`src/rtl/sparse_event_sched_pkg.sv`:
```
// Shared types and defaults for the sparse event scheduler.
// FSM encoding plus default geometry constants.
package sparse_sched_pkg;

  localparam int DEF_N_LANES = 8;
  localparam int DEF_DATA_W  = 8;
  localparam int DEF_TS_W    = 8;

  typedef enum logic [1:0] {
    IDLE,
    ISSUE,
    DONE
  } sched_state_t;

endpackage

```
`src/rtl/sparse_event_sched_lsb_prio_enc.sv`:
```
// Lowest-set-bit priority encoder.
// Combinational; idx is 0 when no bit is set.
module lsb_prio_enc #(
  parameter  int N_LANES = 8,
  localparam int IDX_W   = $clog2(N_LANES)
) (
  input  logic [N_LANES-1:0] vec,
  output logic [IDX_W-1:0]   idx,
  output logic               any
);

  always_comb begin
    idx = '0;
    for (int i = N_LANES - 1; i >= 0; i--) begin
      if (vec[i]) idx = IDX_W'(i);
    end
  end

  assign any = |vec;

endmodule

```
`src/rtl/sparse_event_sched.sv`:
```
// Sparsity-aware input scheduler: buffers one vector and
// streams only its non-zero lanes, lowest index first.
module sparse_event_sched
  import sparse_sched_pkg::*;
#(
  parameter  int N_LANES = DEF_N_LANES,
  parameter  int DATA_W  = DEF_DATA_W,
  parameter  int TS_W    = DEF_TS_W,
  localparam int IDX_W   = $clog2(N_LANES)
) (
  input  logic              clk,
  input  logic              rst,
  input  logic              wr_en,
  input  logic [IDX_W-1:0]  wr_addr,
  input  logic [DATA_W-1:0] wr_data,
  output logic              wr_err,
  input  logic              start,
  output logic              busy,
  output logic              out_valid,
  input  logic              out_ready,
  output logic [IDX_W-1:0]  out_idx,
  output logic [DATA_W-1:0] out_data,
  output logic [IDX_W:0]    nz_count,
  output logic              done,
  output logic [TS_W-1:0]   timestep
);

  sched_state_t state_q, state_d;

  logic [N_LANES-1:0][DATA_W-1:0] buf_q, buf_d;
  logic [N_LANES-1:0] mask_q, mask_d;
  logic [N_LANES-1:0] pend_q, pend_clr, enc_in;
  logic [IDX_W-1:0]   enc_idx;
  logic               enc_any;
  logic [IDX_W:0]     pop;
  logic               wr_ok, accept, kick;

  assign busy      = (state_q == ISSUE);
  assign out_valid = (state_q == ISSUE);
  assign done      = (state_q == DONE);
  assign wr_ok     = wr_en && !busy;
  assign accept    = busy && out_ready;
  assign kick      = (state_q == IDLE) && start;

  // Same-cycle write is folded in so a start snapshots it.
  always_comb begin
    buf_d  = buf_q;
    mask_d = mask_q;
    if (wr_ok) begin
      buf_d[wr_addr]  = wr_data;
      mask_d[wr_addr] = (wr_data != '0);
    end
    pend_clr          = pend_q;
    pend_clr[out_idx] = 1'b0;
    enc_in            = busy ? pend_clr : mask_d;
    pop               = '0;
    for (int i = 0; i < N_LANES; i++) begin
      pop = pop + {{IDX_W{1'b0}}, mask_d[i]};
    end
  end

  lsb_prio_enc #(
    .N_LANES(N_LANES)
  ) u_enc (
    .vec(enc_in),
    .idx(enc_idx),
    .any(enc_any)
  );

  always_comb begin
    state_d = state_q;
    unique case (state_q)
      IDLE: begin
        if (start) state_d = (mask_d != '0) ? ISSUE : DONE;
      end
      ISSUE: begin
        if (out_ready && !enc_any) state_d = DONE;
      end
      DONE:    state_d = IDLE;
      default: state_d = IDLE;
    endcase
  end

  always_ff @(posedge clk) begin
    if (rst) begin
      state_q  <= IDLE;
      buf_q    <= '0;
      mask_q   <= '0;
      pend_q   <= '0;
      out_idx  <= '0;
      out_data <= '0;
      nz_count <= '0;
      timestep <= '0;
      wr_err   <= 1'b0;
    end else begin
      state_q <= state_d;
      buf_q   <= buf_d;
      mask_q  <= mask_d;
      wr_err  <= wr_en && busy;
      if (kick) begin
        pend_q   <= mask_d;
        nz_count <= pop;
      end
      if (accept) pend_q <= pend_clr;
      if ((kick || accept) && enc_any) begin
        out_idx  <= enc_idx;
        out_data <= buf_d[enc_idx];
      end
      if (state_q == DONE) timestep <= timestep + 1'b1;
    end
  end

endmodule

```
`config.mk`:
```
export PLATFORM = sky130hd
export DESIGN_NAME = sparse_event_sched
export DESIGN_NICKNAME = d
export VERILOG_FILES = /design/src/rtl/sparse_event_sched_pkg.sv /design/src/rtl/sparse_event_sched_lsb_prio_enc.sv /design/src/rtl/sparse_event_sched.sv
export SDC_FILE = /design/constraint.sdc
export NUM_CORES = 1
export LEC_CHECK = 0
export ABC_CLOCK_PERIOD_IN_PS = 4600
export CORE_UTILIZATION = 60
export CTS_BUF_LIST = sky130_fd_sc_hd__clkbuf_8
export CTS_CLUSTER_SIZE = 12
export DETAILED_ROUTE_END_ITERATION = 16
export GPL_TIMING_DRIVEN = 0
export PLACE_DENSITY = 0.82
export SLEW_MARGIN = 30
export SYNTH_ARGS = -nofsm -noshare
export SYNTH_HDL_FRONTEND = slang
export SYNTH_SLANG_ARGS = --single-unit
```
`constraint.sdc`:
```
create_clock -name clk -period 4.6 [get_ports clk]
set_input_delay 0.69 -clock clk [delete_from_list [all_inputs] [get_ports clk]]
set_output_delay 0.69 -clock clk [all_outputs]
set_load 0.03 [all_outputs]
```
; ---- Word level (Yosys, flattened, before mapping)
; Cells that the tools add are included.
[op_classes]
n_addsub = 8
reduce_logical = 17
magnitude_cmp = 5
n_eq_ne = 4
n_mux = 27
bitwise_logic = 2
[ops]
columns = operator, count
row1 = bitwise mux 64 bit, 1
row2 = 2-to-1 mux 64 bit, 1
row3 = 2-to-1 mux 8 bit, 6
row4 = binary-select mux 8 bit (select 3 bit), 1
row5 = demux 8 bit (select 3 bit), 1
row6 = 2-to-1 mux 3 bit, 8
row7 = adder 4 x 1 -> 4 bit, 4
row8 = nonzero test 8 bit, 2
row9 = less-than comparator 3 x 4 -> 1 bit (second input constant), 3
row10 = adder 8 x 1 -> 8 bit (second input constant), 1
row11 = AND 8 bit, 1
row12 = bitwise mux 8 bit, 1
row13 = logical AND 1 bit, 8
row14 = inverter 8 bit, 1
row15 = OR reduction 8 bit, 1
row16 = demux 1 bit (select 3 bit), 2
row17 = >= comparator 3 x 1 -> 1 bit (second input constant), 2
row18 = 2-to-1 mux 2 bit, 3
row19 = adder 3 x 1 -> 4 bit, 1
row20 = case mux 2 bit (2 select lines), 1
row21 = adder 2 x 1 -> 3 bit, 1
row22 = adder 1 x 1 -> 2 bit, 1
row23 = == test 2 x 1 -> 1 bit (second input constant), 1
row24 = == test 2 bit (second input constant), 1
row25 = other kinds (8), 10
[word_totals]
regBits = 106
word_cells = 79

; ---- Logic depth before layout (Yosys ltp)
[depth]
depth_word = 17
ltp_mapped = 18
mapped_depth_nobuf = 17

; ---- By module
; A second synthesis with hierarchy kept.
[hier_totals]
cells_unflattened = 530
area_unflattened_um2 = 4869.7
[modules_own_cells]
columns = mod, area_per_inst_um2, seq_area_each_um2, cells_each, instances
row1 = sparse_event_sched, 4788.3, 2122.0, 517, 1
row2 = lsb_prio_enc, 81.3, 0.0, 13, 1

; ---- Worst setup path before layout
; Ideal clock, no wire load.
[synth_timing]
path_kind = in2reg
from = input wr_addr[0]
to = register nz_count[2]
setup_time_ns = 0.070
path_slack_ns = 0.337
path_stages = 17
n_path_buf = 2
t_arrival_ns = 4.193
t_required_ns = 4.530
cell_sequence = or2_1 > clkbuf_1 > or3_1 > clkbuf_1 > a21oi_1 > inv_1 > fa_1 > inv_1 > fa_1 > fa_1 > inv_1 > ha_1 > inv_1 > fa_1 > xnor2_1 > nand2_1 > a21oi_1
[synth_between]
elab_chain_cells = 13
[synth_lines]
columns = element, line_no
row1 = "start, declared", sparse_event_sched.sv:14  ; input logic [IDX_W-1:0] wr_addr,
row2 = less-than comparator 3 x 4 -> 1 bit (not written as such) / >= comparator 3 x 1 -> 1 bit (equally long branches), sparse_event_sched.sv:51  ; mask_d[wr_addr] = (wr_data != '0);
row3 = logical AND 1 bit (not written as such), sparse_event_sched.sv:51
row4 = 2-to-1 mux 1 bit (not written as such), sparse_event_sched.sv:51
row5 = demux 1 bit (select 3 bit) *, sparse_event_sched.sv:51
row6 = bitwise mux 8 bit *, sparse_event_sched.sv:51
row7 = 2-to-1 mux 8 bit *, sparse_event_sched.sv:49  ; if (wr_ok) begin
row8 = via mask_d[0], sparse_event_sched.sv:31  ; logic [N_LANES-1:0] mask_q, mask_d;
row9 = adder 1 x 1 -> 2 bit *, sparse_event_sched.sv:58  ; pop = pop + {{IDX_W{1'b0}}, mask_d[i]};
row10 = adder 2 x 1 -> 3 bit *, sparse_event_sched.sv:58
row11 = adder 3 x 1 -> 4 bit *, sparse_event_sched.sv:58
row12 = adder 4 x 1 -> 4 bit * (4 in a row), sparse_event_sched.sv:58
row13 = "end signal, assigned", sparse_event_sched.sv:102  ; nz_count <= pop;
row14 = "end, declared", sparse_event_sched.sv:23  ; output logic [IDX_W:0] nz_count,
; The timed path passes the listed nets; every way through them passes the cells marked *.
; A chain may end at the register's enable or synchronous reset.

; ---- Worst setup path in the final report
; Ends and elaborated chain as after synthesis.

==> run summary <==
Yosys
- distinct cell type count of the synthesized netlist: 63
- area of the mapped netlist: 5740 µm²
- dominant synthesized flop cell: sky130_fd_sc_hd__dfxtp_1
- Post-Synthesis Mean Instance Area: 7.54 µm²
- share of the yosys chip area belonging to registers: 37.0%
- ys async rst share: 0%
- top-area cell type share of the netlist area: 37.0%
- Synth warnings: 0
- number of enable flip-flop cells after synthesis: 0
- count of mapped cells out of synthesis: 762
- area leader, netlist: sky130_fd_sc_hd__dfxtp_1
- top cells by area in the synthesized netlist: sky130_fd_sc_hd__dfxtp_1 (37%), sky130_fd_sc_hd__nand2_1 (11%), sky130_fd_sc_hd__a21oi_1 (8.8%)
- Synth Register Bits: 106
- post-synthesis net count: 787

Outcome
- status: complete, no violations

Worst setup path
- data arrival time at the worst-slack endpoint: 4.73 ns
- endpoint of the lowest-slack register-to-register path: nz_count[2]$_SDFFE_PP0P_
- largest driver fanout on the critical path: 6
- worst path required time: 4.92 ns
- type of element capturing the critical path: register
- path depth of the worst reg2reg path: 17
- buffers plus inverters on the worst setup path: 5
- Worst path slowest cell: sky130_fd_sc_hd__fa_1
- type of the worst setup path: input port to register
- Slowest Stage Delay on Critical Path: 0.50 ns
- slack of the worst reg-to-reg path: 0.43 ns
- depth of the critical timing path with buffers and inverters included: 16
- beginning of the critical path: wr_addr[0]
- family of cells with the greatest summed delay on the critical path: adder cells
- series of cell instances along the critical path: clkdlybuf4s50_1 -> or2_4 -> or3_4 -> a21oi_4 -> inv_1 -> fa_1 -> inv_1 -> fa_1 -> fa_1 -> inv_1 -> ha_1 -> inv_1 -> fa_1 -> xnor2_1 -> nand2_1 -> a21oi_1
- crit start category: input port
- startpoint of the most critical register-to-register path: state_q[1]$_SDFFE_PP0P_
- end point of the critical path: nz_count[2]$_SDFFE_PP0P_

Die
- effective utilization at floorplan: 62.1%
- die footprint: 9970 µm²
- Top Ports: 43
- Core Footprint: 9240 µm²
- total number of placement rows: 35
- width of the die: 99.8 µm
- overall die height: 99.8 µm

Global route
- overflow left after global routing: 0
- maximum number of pins on one net before global-route repair: 21
- global-route wire length before repair: 30,300 µm
- via count of the first global-routing pass: 5,746
- all-layer global routing usage: 40.3%
- antenna violations before repair: 0

Route
- routed vias/inst: 6.56
- violation count after the first detailed-route iteration: 650
- DRC viols: 0
- total length of routed wires: 19,600 µm
- Post-DRT Antenna Nets: 0
- routed len/inst: 20.7 µm
- iteration count of the initial detailed-routing pass: 5
- overall via count from detail_route: 6,236

Power
- design internal power: 1.38 mW
- part of the total power dissipated in combinational logic: 29.5%
- Worst VDD drop: 0.269 mV
- static leakage power: 2.36 nW
- switch share: 37.5%
- Reg power frac: 44.2%
- part of the power in the clock network: 26.3%
- NetSw: 831 µW
- total power per unit cell area: 335 nW/µm²

STA
- worst slew pin tran: 0.811 ns
- total count of max-transition violations in the final report: 0
- Worst Slack Setup Final: 0.190 ns
- Layout Skew: 0.00982 ns
- Post-Route Setup TNS: 0 ns
- Final Hold Viols: 0
- crit path time final: 4.41 ns
- share of the clock period used by the worst path: 95.9%
- setup repair after global routing missed its margin: false
- Max Clock Freq: 227 MHz
- final setup fails: 0
- relative slew slack: 45.7%

Placement
- DP Worst Slack: -0.704 ns
- Cell Count Post-Placement: 930
- placer's final routability congestion estimate: 0.977
- number of buffers added on ports: 39
- DP HPWL: 13,800 µm

Min path
- class of the tightest hold or removal check: register to register
- instance count along the most critical hold path: 2

Clock network
- insertion delay of the later-clocked pin in the worst-skew pair: 0.39 ns
- CTS sink count: 106
- Clk Tree Root Cell: sky130_fd_sc_hd__clkbuf_8
- H-tree levels: 3
- number of buffers added to fix hold violations after cts: 0
- Bufs on Longest Clock Path: 2
- Reg clk slew, reported paths: 0.11 ns
- TritonCTS clock tree: done
- CTS Buf Count: 9

Cells and area
- antenna fix cells: 0
- final standard cell count with taps included and fillers excluded: 950
- fill cell count: 800
- area grow syn2layout: 15.0%
- flip-flop and latch area: 2120 µm²
- final core utilization: 71.5%
- fraction of final layout cells with drive strength greater than 1: 7.55%
- net count reported at finish: 841
- multi-input logic area: 3330 µm²

Job
- Max-Cap Viols: 0

-- placed cells by master, fill, tap and decap left out, drive strengths merged, types with 12 or more instances in the layout --
master         count
nand2            161
o21ai             20
inv               20
o311ai            13
a22oi             12
a21oi            102
dfxtp            106
nor3              20
buf               24
o211ai            12
clkbuf            54
mux2i             19
nand3             25
nor2              68
or3               24
clkdlybuf4s50     36
-- cells in the mapped netlist, drive strengths merged, types with 6 or more instances --
| master | instances |
|---|---|
| o311ai | 13 |
| o21ai | 20 |
| clkbuf | 47 |
| nand3 | 25 |
| nand2 | 161 |
| nor2 | 68 |
| a41oi | 6 |
| buf | 18 |
| mux2i | 19 |
| o211ai | 12 |
| inv | 15 |
| a21oi | 102 |
| dfxtp | 106 |
| a211oi | 6 |
| nor3 | 20 |
| or3 | 24 |
| a22oi | 12 |
-- worst min-delay path: stages (launching register included) --
cell and delay (ns):
sky130_fd_sc_hd__dfxtp_1 0.33, sky130_fd_sc_hd__nand2_1 0.05, sky130_fd_sc_hd__a21oi_1 0.05
-- sequential cells by signal, indices dropped and copies added, names as in the netlist --
| register | flops |
|---|---|
| state_q | 2 |
| out_data | 8 |
| mask_q | 8 |
| nz_count | 4 |
| timestep | 8 |
| pend_q | 8 |
| wr_err | 1 |
| out_idx | 3 |
| buf_q | 64 |
-- through the flow --
stage / hold slack [ns] / total power [mW] / instance area, µm²
after floorplan: 0.429 / 1.41 / 5740
after global placement: 0.437 / 1.60 / 6290
after detailed placement: 0.446 / 1.61 / 6300
after CTS: 0.461 / 2.18 / 6510
after global routing: 0.478 / 2.29 / 6600
final: 0.462 / 2.21 / 6600
-- final cells by class --
type | count | share of cell area, %
inverters | 15 | 0.890
repair buffers | 45 | 6.71
flip-flops and latches | 106 | 32.1
multi-input cells | 576 | 50.4
clock inverters | 7 | 1.02
clock buffers | 9 | 1.88
plain buffers | 63 | 4.51
well taps | 129 | 2.44
-- layer usage --
| metal | GRT usage (%) | share of wire [%] | wire [µm] | up-vias |
|---|---|---|---|---|
| li1 | - | - | - | 2789 |
| met1 | 50.8 | 38 | 7530 | 2922 |
| met2 | 63.2 | 45 | 8750 | 446 |
| met3 | 9.82 | 11 | 2250 | 79 |
| met4 | 22.6 | 5.6 | 1100 | 0 |
| met5 | 0 | 0 | 0 | - |
-- power groups by stage --
stage / Combinational (mW) / Sequential, mW / Clock [mW]
after floorplan: 0.386 / 1.02 / 0
after global placement: 0.608 / 0.996 / 0
after detailed placement: 0.615 / 0.998 / 0
after CTS: 0.621 / 0.978 / 0.581
after global routing: 0.688 / 0.982 / 0.618
final: 0.653 / 0.979 / 0.583
-- cell families after synthesis --
group	count (synthesis)	synth area share, %
compound gates	210	23.8
xor+xnor	8	1.22
fa+ha+maj	9	2.48
buf+inv	80	6.34
flops	106	37.0
mux	20	3.51
simple gates	329	25.7
-- repair_timing --
action,4_1_cts,5_1_grt
resized for setup,5,10
setup endpoints to repair,2,2
endpoints found under the hold margin,0,0
pin swaps,1,3
buffers inserted,1,5
-- worst min path at each step --
stage | endpoint | slack, ns | start
floorplan | buf_q[21]$_SDFF_PP0_ | 0.43 | buf_q[21]$_SDFF_PP0_
global placement | buf_q[21]$_SDFF_PP0_ | 0.44 | buf_q[21]$_SDFF_PP0_
detailed placement | buf_q[31]$_SDFF_PP0_ | 0.45 | buf_q[31]$_SDFF_PP0_
CTS | buf_q[31]$_SDFF_PP0_ | 0.46 | buf_q[31]$_SDFF_PP0_
global route | buf_q[34]$_SDFF_PP0_ | 0.48 | buf_q[34]$_SDFF_PP0_
finish | buf_q[21]$_SDFF_PP0_ | 0.46 | buf_q[21]$_SDFF_PP0_
No activity file was read; power rests on OpenSTA's default activity.
